**config.mk**
```make
export PLATFORM = sky130hd
export DESIGN_NAME = gpu_mem_arbiter_flat
export DESIGN_NICKNAME = d
export VERILOG_FILES = /design/src/rtl/gpu_mem_arbiter_pkg.sv /design/src/rtl/gpu_mem_arbiter_if.sv /design/src/rtl/gpu_mem_arbiter_rr_pick.sv /design/src/rtl/gpu_mem_arbiter.sv /design/src/flat_wrapper.sv
export SDC_FILE = /design/constraint.sdc
export NUM_CORES = 1
export LEC_CHECK = 0
export CAP_MARGIN = 10
export CORE_AREA = 2 2 660 662
export CTS_BUF_LIST = sky130_fd_sc_hd__clkbuf_4
export DETAILED_ROUTE_END_ITERATION = 8
export DIE_AREA = 0 0 662 664
export PLACE_DENSITY = 0.3
export SKIP_CTS_REPAIR_TIMING = 1
export SYNTH_ARGS = -nofsm -noshare
export SYNTH_HDL_FRONTEND = slang
export SYNTH_SLANG_ARGS = --single-unit
```
**constraint.sdc**
```tcl
create_clock -name i_clk -period 5.3 [get_ports i_clk]
set_clock_uncertainty 0.1 [all_clocks]
set_input_delay 1.06 -clock i_clk [delete_from_list [all_inputs] [get_ports i_clk]]
set_output_delay 1.06 -clock i_clk [all_outputs]
set_load 0.01 [all_outputs]
```
**src/rtl/gpu_mem_arbiter_pkg.sv**
```systemverilog
// ---------------------------------------------------------------------------
// gpu_mem_pkg
// Shared definitions for the GPU memory-port arbiter: FSM state encoding,
// memory-bus field widths, command size codes and a small wrap helper.
// No ports (package).
// ---------------------------------------------------------------------------
package gpu_mem_pkg;

  typedef enum logic [1:0] {
    IDLE    = 2'd0,
    OWN     = 2'd1,
    WAIT_RD = 2'd2
  } arb_state_e;

  localparam int MEM_ADR_W    = 15;
  localparam int MEM_SUBADR_W = 3;
  localparam int MEM_MASK_W   = 16;
  localparam int MEM_DATA_W   = 256;
  localparam int MEM_SIZE_W   = 2;

  localparam logic [MEM_SIZE_W-1:0] SIZE_8B  = 2'd0;
  localparam logic [MEM_SIZE_W-1:0] SIZE_32B = 2'd1;

  // Next index after v in a ring of n entries.
  function automatic int wrap_inc(input int v, input int n);
    return (v + 32'sd1 >= n) ? 32'sd0 : v + 32'sd1;
  endfunction

endpackage

```
**src/rtl/gpu_mem_arbiter_if.sv**
```systemverilog
// ---------------------------------------------------------------------------
// gpu_mem_arbiter_if
// Bundles the per-client request/return signals and the shared memory
// command port. Client fields are packed, client c occupying slice c.
// Modports:
//   slave  - the arbiter (consumes i_* signals, drives o_* signals)
//   master - the environment: clients plus memory controller
// ---------------------------------------------------------------------------
interface gpu_mem_arbiter_if #(
  parameter int NB_CLIENT = 3
);
  import gpu_mem_pkg::*;

  // Client side
  logic [NB_CLIENT-1:0]              i_cl_command;
  logic [NB_CLIENT-1:0]              o_cl_busy;
  logic [MEM_SIZE_W*NB_CLIENT-1:0]   i_cl_commandSize;
  logic [NB_CLIENT-1:0]              i_cl_write;
  logic [MEM_ADR_W*NB_CLIENT-1:0]    i_cl_adr;
  logic [MEM_SUBADR_W*NB_CLIENT-1:0] i_cl_subadr;
  logic [MEM_MASK_W*NB_CLIENT-1:0]   i_cl_writeMask;
  logic [MEM_DATA_W*NB_CLIENT-1:0]   i_cl_dataOut;
  logic [NB_CLIENT-1:0]              o_cl_dataInValid;
  logic [MEM_DATA_W-1:0]             o_cl_dataIn;

  // Memory side
  logic                              o_command;
  logic                              i_busy;
  logic [MEM_SIZE_W-1:0]             o_commandSize;
  logic                              o_write;
  logic [MEM_ADR_W-1:0]              o_adr;
  logic [MEM_SUBADR_W-1:0]           o_subadr;
  logic [MEM_MASK_W-1:0]             o_writeMask;
  logic [MEM_DATA_W-1:0]             o_dataOut;
  logic [MEM_DATA_W-1:0]             i_dataIn;
  logic                              i_dataInValid;

  modport slave (
    input  i_cl_command, i_cl_commandSize, i_cl_write, i_cl_adr, i_cl_subadr,
           i_cl_writeMask, i_cl_dataOut, i_busy, i_dataIn, i_dataInValid,
    output o_cl_busy, o_cl_dataInValid, o_cl_dataIn, o_command, o_commandSize,
           o_write, o_adr, o_subadr, o_writeMask, o_dataOut
  );

  modport master (
    output i_cl_command, i_cl_commandSize, i_cl_write, i_cl_adr, i_cl_subadr,
           i_cl_writeMask, i_cl_dataOut, i_busy, i_dataIn, i_dataInValid,
    input  o_cl_busy, o_cl_dataInValid, o_cl_dataIn, o_command, o_commandSize,
           o_write, o_adr, o_subadr, o_writeMask, o_dataOut
  );

endinterface

```
**src/rtl/gpu_mem_arbiter_rr_pick.sv**
```systemverilog
// ---------------------------------------------------------------------------
// gpu_rr_pick
// Combinational round-robin finder: selects the first set bit of req at or
// after ptr, wrapping modulo NB_CLIENT.
// Ports:
//   req    in  NB_CLIENT  request vector
//   ptr    in  GRANT_W    starting index (must be < NB_CLIENT)
//   onehot out NB_CLIENT  selected requester, zero when req is empty
//   idx    out GRANT_W    index of selected requester, zero when req is empty
// ---------------------------------------------------------------------------
module gpu_rr_pick #(
  parameter int NB_CLIENT = 3,
  parameter int GRANT_W   = 3
) (
  input  logic [NB_CLIENT-1:0] req,
  input  logic [GRANT_W-1:0]   ptr,
  output logic [NB_CLIENT-1:0] onehot,
  output logic [GRANT_W-1:0]   idx
);

  // Scan clients in priority order ptr, ptr+1, ... and keep the first hit.
  always_comb begin
    logic found;
    logic take;
    int   c;
    onehot = {NB_CLIENT{1'b0}};
    idx    = {GRANT_W{1'b0}};
    found  = 1'b0;
    take   = 1'b0;
    c      = 0;
    for (int i = 0; i < NB_CLIENT; i++) begin
      c         = (int'(ptr) + i) % NB_CLIENT;
      take      = req[c] & ~found;
      onehot[c] = take;
      idx       = take ? GRANT_W'(c) : idx;
      found     = found | req[c];
    end
  end

endmodule

```
**src/rtl/gpu_mem_arbiter.sv**
```systemverilog
// ---------------------------------------------------------------------------
// gpu_mem_arbiter
// Shares one DDR command port between NB_CLIENT GPU state machines with a
// registered round-robin grant. Each grant carries exactly one memory
// transaction; a read keeps the grant until its data strobe returns so the
// strobe always goes to the client that issued the read.
// Ports:
//   i_clk, i_rst   clock, synchronous active-high reset
//   bus            client fields and memory command port (slave modport)
//   o_grantValid   a client currently owns the port
//   o_grantIdx     index of the owning client
//   o_protocolErr  sticky: read data arrived with no read outstanding
// ---------------------------------------------------------------------------
module gpu_mem_arbiter
  import gpu_mem_pkg::*;
#(
  parameter int NB_CLIENT = 3,
  parameter int GRANT_W   = 3
) (
  input  logic                i_clk,
  input  logic                i_rst,
  gpu_mem_arbiter_if.slave    bus,
  output logic                o_grantValid,
  output logic [GRANT_W-1:0]  o_grantIdx,
  output logic                o_protocolErr
);

  arb_state_e               state_r, state_s;
  logic [GRANT_W-1:0]       grant_r, grant_s;
  logic [GRANT_W-1:0]       rr_ptr_r, rr_ptr_s;
  logic                     err_r;

  logic [NB_CLIENT-1:0]     pick_onehot_s;
  logic [GRANT_W-1:0]       pick_idx_s;
  logic                     pick_any_s;
  logic [NB_CLIENT-1:0]     grant_oh_s;
  logic [GRANT_W-1:0]       ptr_after_s;

  logic                     sel_cmd_s;
  logic                     sel_write_s;
  logic [MEM_SIZE_W-1:0]    sel_size_s;
  logic [MEM_ADR_W-1:0]     sel_adr_s;
  logic [MEM_SUBADR_W-1:0]  sel_subadr_s;
  logic [MEM_MASK_W-1:0]    sel_mask_s;
  logic [MEM_DATA_W-1:0]    sel_data_s;

  logic                     fields_en_s;
  logic                     mem_cmd_s;
  logic [NB_CLIENT-1:0]     cl_busy_s;
  logic [NB_CLIENT-1:0]     cl_dv_s;

  gpu_rr_pick #(
    .NB_CLIENT (NB_CLIENT),
    .GRANT_W   (GRANT_W)
  ) u_pick (
    .req    (bus.i_cl_command),
    .ptr    (rr_ptr_r),
    .onehot (pick_onehot_s),
    .idx    (pick_idx_s)
  );

  assign pick_any_s  = |pick_onehot_s;
  assign ptr_after_s = GRANT_W'(wrap_inc(int'(grant_r), NB_CLIENT));

  // Decode the registered grant index into a one-hot client select.
  always_comb begin
    grant_oh_s = {NB_CLIENT{1'b0}};
    for (int c = 0; c < NB_CLIENT; c++) begin
      grant_oh_s[c] = (grant_r == GRANT_W'(c));
    end
  end

  // AND-OR mux of the granted client's request fields.
  always_comb begin
    sel_cmd_s    = 1'b0;
    sel_write_s  = 1'b0;
    sel_size_s   = {MEM_SIZE_W{1'b0}};
    sel_adr_s    = {MEM_ADR_W{1'b0}};
    sel_subadr_s = {MEM_SUBADR_W{1'b0}};
    sel_mask_s   = {MEM_MASK_W{1'b0}};
    sel_data_s   = {MEM_DATA_W{1'b0}};
    for (int c = 0; c < NB_CLIENT; c++) begin
      sel_cmd_s    = sel_cmd_s   | (bus.i_cl_command[c] & grant_oh_s[c]);
      sel_write_s  = sel_write_s | (bus.i_cl_write[c]   & grant_oh_s[c]);
      sel_size_s   = sel_size_s   | (bus.i_cl_commandSize[c*MEM_SIZE_W +: MEM_SIZE_W]
                                     & {MEM_SIZE_W{grant_oh_s[c]}});
      sel_adr_s    = sel_adr_s    | (bus.i_cl_adr[c*MEM_ADR_W +: MEM_ADR_W]
                                     & {MEM_ADR_W{grant_oh_s[c]}});
      sel_subadr_s = sel_subadr_s | (bus.i_cl_subadr[c*MEM_SUBADR_W +: MEM_SUBADR_W]
                                     & {MEM_SUBADR_W{grant_oh_s[c]}});
      sel_mask_s   = sel_mask_s   | (bus.i_cl_writeMask[c*MEM_MASK_W +: MEM_MASK_W]
                                     & {MEM_MASK_W{grant_oh_s[c]}});
      sel_data_s   = sel_data_s   | (bus.i_cl_dataOut[c*MEM_DATA_W +: MEM_DATA_W]
                                     & {MEM_DATA_W{grant_oh_s[c]}});
    end
  end

  // Arbiter FSM: next state, next grant/pointer and port-side outputs.
  always_comb begin
    state_s     = state_r;
    grant_s     = grant_r;
    rr_ptr_s    = rr_ptr_r;
    fields_en_s = 1'b0;
    mem_cmd_s   = 1'b0;
    cl_busy_s   = {NB_CLIENT{1'b1}};
    cl_dv_s     = {NB_CLIENT{1'b0}};
    case (state_r)
      IDLE: begin
        if (pick_any_s) begin
          state_s = OWN;
          grant_s = pick_idx_s;
        end else begin
          state_s = IDLE;
        end
      end
      OWN: begin
        fields_en_s = 1'b1;
        mem_cmd_s   = sel_cmd_s;
        // Only the owner sees the real memory busy; everyone else is held off.
        cl_busy_s   = ~grant_oh_s | {NB_CLIENT{bus.i_busy}};
        if (!sel_cmd_s) begin
          state_s  = IDLE;
          rr_ptr_s = ptr_after_s;
        end else if (!bus.i_busy) begin
          if (sel_write_s) begin
            state_s  = IDLE;
            rr_ptr_s = ptr_after_s;
          end else begin
            state_s  = WAIT_RD;
          end
        end else begin
          state_s = OWN;
        end
      end
      WAIT_RD: begin
        if (bus.i_dataInValid) begin
          cl_dv_s  = grant_oh_s;
          state_s  = IDLE;
          rr_ptr_s = ptr_after_s;
        end else begin
          state_s = WAIT_RD;
        end
      end
      default: begin
        state_s = IDLE;
      end
    endcase
  end

  // State, grant and round-robin pointer registers.
  always_ff @(posedge i_clk) begin
    if (i_rst) begin
      state_r  <= IDLE;
      grant_r  <= {GRANT_W{1'b0}};
      rr_ptr_r <= {GRANT_W{1'b0}};
    end else begin
      state_r  <= state_s;
      grant_r  <= grant_s;
      rr_ptr_r <= rr_ptr_s;
    end
  end

  // Sticky flag: read data returned while no read was outstanding.
  always_ff @(posedge i_clk) begin
    if (i_rst) begin
      err_r <= 1'b0;
    end else if (bus.i_dataInValid && (state_r != WAIT_RD)) begin
      err_r <= 1'b1;
    end else begin
      err_r <= err_r;
    end
  end

  assign bus.o_command        = mem_cmd_s;
  assign bus.o_write          = fields_en_s & sel_write_s;
  assign bus.o_commandSize    = fields_en_s ? sel_size_s   : {MEM_SIZE_W{1'b0}};
  assign bus.o_adr            = fields_en_s ? sel_adr_s    : {MEM_ADR_W{1'b0}};
  assign bus.o_subadr         = fields_en_s ? sel_subadr_s : {MEM_SUBADR_W{1'b0}};
  assign bus.o_writeMask      = fields_en_s ? sel_mask_s   : {MEM_MASK_W{1'b0}};
  assign bus.o_dataOut        = fields_en_s ? sel_data_s   : {MEM_DATA_W{1'b0}};
  assign bus.o_cl_busy        = cl_busy_s;
  assign bus.o_cl_dataInValid = cl_dv_s;
  assign bus.o_cl_dataIn      = bus.i_dataIn;

  assign o_grantValid  = (state_r != IDLE);
  assign o_grantIdx    = grant_r;
  assign o_protocolErr = err_r;

endmodule

```
**src/flat_wrapper.sv**
```systemverilog
// flat-port wrapper written by rule: the top's interface ports become plain ports
module gpu_mem_arbiter_flat import gpu_mem_pkg::*;
#(
  parameter int NB_CLIENT = 3,
  parameter int GRANT_W   = 3
)
  (i_clk, i_rst, o_grantValid, o_grantIdx, o_protocolErr, bus_i_cl_command, bus_i_cl_commandSize, bus_i_cl_write, bus_i_cl_adr, bus_i_cl_subadr, bus_i_cl_writeMask, bus_i_cl_dataOut, bus_i_busy, bus_i_dataIn, bus_i_dataInValid, bus_o_cl_busy, bus_o_cl_dataInValid, bus_o_cl_dataIn, bus_o_command, bus_o_commandSize, bus_o_write, bus_o_adr, bus_o_subadr, bus_o_writeMask, bus_o_dataOut);
  gpu_mem_arbiter_if #(.NB_CLIENT(NB_CLIENT)) bus_i ();
  input  logic i_clk;
  input  logic i_rst;
  output logic o_grantValid;
  output logic [GRANT_W-1:0] o_grantIdx;
  output logic o_protocolErr;
  input wire logic [$bits(bus_i.i_cl_command)-1:0] bus_i_cl_command;
  input wire logic [$bits(bus_i.i_cl_commandSize)-1:0] bus_i_cl_commandSize;
  input wire logic [$bits(bus_i.i_cl_write)-1:0] bus_i_cl_write;
  input wire logic [$bits(bus_i.i_cl_adr)-1:0] bus_i_cl_adr;
  input wire logic [$bits(bus_i.i_cl_subadr)-1:0] bus_i_cl_subadr;
  input wire logic [$bits(bus_i.i_cl_writeMask)-1:0] bus_i_cl_writeMask;
  input wire logic [$bits(bus_i.i_cl_dataOut)-1:0] bus_i_cl_dataOut;
  input wire logic [$bits(bus_i.i_busy)-1:0] bus_i_busy;
  input wire logic [$bits(bus_i.i_dataIn)-1:0] bus_i_dataIn;
  input wire logic [$bits(bus_i.i_dataInValid)-1:0] bus_i_dataInValid;
  output wire logic [$bits(bus_i.o_cl_busy)-1:0] bus_o_cl_busy;
  output wire logic [$bits(bus_i.o_cl_dataInValid)-1:0] bus_o_cl_dataInValid;
  output wire logic [$bits(bus_i.o_cl_dataIn)-1:0] bus_o_cl_dataIn;
  output wire logic [$bits(bus_i.o_command)-1:0] bus_o_command;
  output wire logic [$bits(bus_i.o_commandSize)-1:0] bus_o_commandSize;
  output wire logic [$bits(bus_i.o_write)-1:0] bus_o_write;
  output wire logic [$bits(bus_i.o_adr)-1:0] bus_o_adr;
  output wire logic [$bits(bus_i.o_subadr)-1:0] bus_o_subadr;
  output wire logic [$bits(bus_i.o_writeMask)-1:0] bus_o_writeMask;
  output wire logic [$bits(bus_i.o_dataOut)-1:0] bus_o_dataOut;
  assign bus_i.i_cl_command = bus_i_cl_command;
  assign bus_i.i_cl_commandSize = bus_i_cl_commandSize;
  assign bus_i.i_cl_write = bus_i_cl_write;
  assign bus_i.i_cl_adr = bus_i_cl_adr;
  assign bus_i.i_cl_subadr = bus_i_cl_subadr;
  assign bus_i.i_cl_writeMask = bus_i_cl_writeMask;
  assign bus_i.i_cl_dataOut = bus_i_cl_dataOut;
  assign bus_i.i_busy = bus_i_busy;
  assign bus_i.i_dataIn = bus_i_dataIn;
  assign bus_i.i_dataInValid = bus_i_dataInValid;
  assign bus_o_cl_busy = bus_i.o_cl_busy;
  assign bus_o_cl_dataInValid = bus_i.o_cl_dataInValid;
  assign bus_o_cl_dataIn = bus_i.o_cl_dataIn;
  assign bus_o_command = bus_i.o_command;
  assign bus_o_commandSize = bus_i.o_commandSize;
  assign bus_o_write = bus_i.o_write;
  assign bus_o_adr = bus_i.o_adr;
  assign bus_o_subadr = bus_i.o_subadr;
  assign bus_o_writeMask = bus_i.o_writeMask;
  assign bus_o_dataOut = bus_i.o_dataOut;
  gpu_mem_arbiter #(.NB_CLIENT(NB_CLIENT), .GRANT_W(GRANT_W)) u_core (.i_clk(i_clk), .i_rst(i_rst), .bus(bus_i), .o_grantValid(o_grantValid), .o_grantIdx(o_grantIdx), .o_protocolErr(o_protocolErr));
endmodule
```
==> flow_metrics.env <==
export IMPL_outcome="finished clean"
export IMPL_clock_sinks=9
export IMPL_most_common_layout_cells="clkdlybuf4s50_1, nand2_1, a22oi_1"
export IMPL_synthCells=1540
export IMPL_max_cap_viol_count=0
export IMPL_place_hpwl_um=306000
export IMPL_syn_area_per_cell_sq_um=6.52
export IMPL_hold_class="reg2reg"
export IMPL_place_area_sq_um=27200
export IMPL_die_area_sq_um=440000
export IMPL_vdd_drop_max_mv=0.203
export IMPL_grt_start_max_net_pins=90
export IMPL_io_pins=1703
export IMPL_rsz0062_at_grt="no"
export IMPL_tightest_slew_ns=0.947
export IMPL_m1WireLength_um=95600
export IMPL_power_density_nw_per_um2=327
export IMPL_p_comb_frac=0.980
export IMPL_max_slew_margin=0.367
export IMPL_grt_pass1_wl_um=362000
export IMPL_worstPathRequired_ns=4.14
export IMPL_avgViaCountPerCell=2.14
export IMPL_antenna_found_initial=252
export IMPL_end_kind="output pin"
export IMPL_wl_um=322000
export IMPL_critPathMaxFanout=25
export IMPL_grtUsageTotal=0.141
export IMPL_nets=3569
export IMPL_cts_made_buffers=3
export IMPL_power_frac_seq=0.012
export IMPL_yosys_most_used_dff="dfxtp_1"
export IMPL_area_growth_pct=172
export IMPL_dr_pass1_iters=5
export IMPL_layout_commonest_cell="clkdlybuf4s50_1"
export IMPL_synth_area_sq_um=10000
export IMPL_internal_power_uw=3030
export IMPL_cp_slowest_cell="clkdlybuf4s50_1"
export IMPL_post_place_ws_ns=0.696
export IMPL_dr_wl_met2_um=148000
export IMPL_worst_slack_ns=0.429
export IMPL_drt_iter0_markers=1333
export IMPL_die_y_um=664
export IMPL_met3WireLength_um=72100
export IMPL_start_util=0.0232
export IMPL_grt_pass1_vias=17000
export IMPL_clock_root_buffer="clkbuf_4"
export IMPL_gp_congestion=0.965
export IMPL_yosysUniqueCellTypes=70
export IMPL_worstPathArrival_ns=3.71
export IMPL_cp_slowest_stage_delay_ns=1.06
export IMPL_fin_crit_ns=4.87
export IMPL_wl_per_cell_um=39.5
export IMPL_clockPowerShare=0.009
export IMPL_io_buffers=1190
export IMPL_path_cells="ha_1, nor2b_4, buf_12, buf_4, a22oi_1, a21boi_0, clkdlybuf4s50_1"
export IMPL_clkTransAtPathRegs_ns=0.11
export IMPL_ant_nets=0
export IMPL_hold_viol=0
export IMPL_final_setup_viol_count=0
export IMPL_num_vias=17500
export IMPL_synth_nets=2711
export IMPL_dieWidth_um=662
export IMPL_drive_gt1_frac=0.0701
export IMPL_synth_seq_area_share=0.0179
export IMPL_grt_overflow=0
export IMPL_coreArea_sq_um=433000
export IMPL_clk_latency_ns=0.33
export IMPL_synthArstFlopShare=0
export IMPL_drc=0
export IMPL_tns_ns=0
export IMPL_yosys_register_bits=9
export IMPL_drv_slew=0
export IMPL_yosysWarnings=0
export IMPL_clock_path_buffers=2
export IMPL_top_layer_used="met5"
export IMPL_rows=242
export IMPL_leakage_uw=0.00774
export IMPL_finalCritPeriodShare=0.919
export IMPL_swShare=0.661
export IMPL_worstSetupPathType="reg2out"
export IMPL_design_area_sq_um=27300
export IMPL_synth_edf_count=0
export IMPL_critPathLaunchType="flop"
export IMPL_max_freq_mhz=205
export IMPL_switchingPower_uw=5910
export IMPL_cts_tree="done"
export IMPL_htree_levels=1
-- registers in the layout, indices dropped and copies added (netlist names) --
name and cells:
u_core.o_grantIdx 3, u_core.rr_ptr_r 3, u_core.state_r 2, u_core.o_protocolErr 1
-- final cells by class --
class	count	area [sq um]
diodes	39	97.6
fillers	50900	405000
multi-input cells	1108	7330
inverters	23	86.3
well taps	5734	7170
flip-flops and latches	9	180
repair buffers	1253	12400
clock buffers	3	22.5
clock inverters	1	5.00
-- path summary, 6_finish.rpt --
path | startpoint | end | slack, ns | cells past startpoint
setup / recovery | u_core.o_grantIdx[1] | bus_o_dataOut[10] | 0.43 | 7
hold / removal | u_core.o_protocolErr | u_core.o_protocolErr | 0.40 | 2
setup reg to reg | u_core.rr_ptr_r[1] | u_core.o_grantIdx[2] | 0.66 | 18
hold reg to reg | u_core.o_protocolErr | u_core.o_protocolErr | 0.40 | 2
-- metrics by stage --
step           power, uW  hold WS [ns]  cells    util
2_1_floorplan       3160         0.402   1540       -
3_3_place_gp        9150         0.394   8127  0.0628
3_5_place_dp        9100         0.397   8127  0.0628
4_1_cts             9230         0.431   8131  0.0628
5_1_grt             9610         0.450   8142  0.0629
6_report            8930         0.402   8170  0.0631
-- synthesized netlist by cell type (3+ instances only) --
cell	n	share of area
a21boi_0	294	0.22
nor2_1	13	0.0049
nor3_1	4	0.0020
buf_1	9	0.0034
buf_2	4	0.0020
o21ai_1	4	0.0020
nand4_1	3	0.0019
dfxtp_1	9	0.018
ha_1	29	0.036
inv_1	19	0.0071
and2_1	4	0.0025
a2111oi_0	4	0.0035
nand2_1	321	0.12
inv_2	4	0.0015
mux2i_1	6	0.0060
nor2b_1	8	0.0050
a211oi_2	3	0.0037
a211o_1	4	0.0035
a31oi_1	4	0.0025
a21oi_1	15	0.0075
buf_4	257	0.19
nand2b_1	4	0.0025
o211ai_1	4	0.0030
a22oi_1	296	0.22
and3_1	7	0.0044
a21o_1	5	0.0037
a211oi_1	6	0.0045
or4b_2	3	0.0030
o21ai_0	10	0.0050
nand3_1	9	0.0045
clkbuf_1	129	0.048
-- power groups by stage --
stage | combinational [uW] | sequential (uW) | clock [uW]
CTS | 9040 | 103 | 89.8
detailed placement | 9000 | 105 | 0
finish | 8750 | 103 | 78.3
floorplan | 3060 | 104 | 0
global route | 9410 | 106 | 93.9
global placement | 9040 | 104 | 0
-- cell families (layout without fill, tap and decap cells) --
family                     after synthesis  count (layout)  share of synthesized area
DFF                                      9               9                     0.0179
adders and majority gates               29              29                     0.0361
xor gates and xnor gates                 4               4                    0.00685
other                                    0              39                          0
muxes                                    9               9                    0.00972
buffers and inverters                  423            1280                      0.255
AOI/OAI and AO/OA                      676             676                      0.507
and+or+nand+nor                        390             390                      0.167
-- worst max-delay path, delay by kind of cell, from the launching register on --
| family | cells | cell delay (ns) |
|---|---|---|
| adder cells (fa/ha/maj) | 1 | 0.20 |
| buffers and inverters | 3 | 1.70 |
| AND/OR/NAND/NOR | 1 | 0.26 |
| AO/OA/AOI/OAI | 2 | 0.62 |
| flip-flops | 1 | 0.50 |
-- metal layers --
| metal | up-vias | track usage |
|---|---|---|
| met2 | 1595 | 0.233 |
| met5 | - | 0.00625 |
| met4 | 112 | 0.0175 |
| met3 | 548 | 0.144 |
| li1 | 7094 | - |
| met1 | 8102 | 0.122 |
Note: power is estimated with default switching activity, not from simulation.
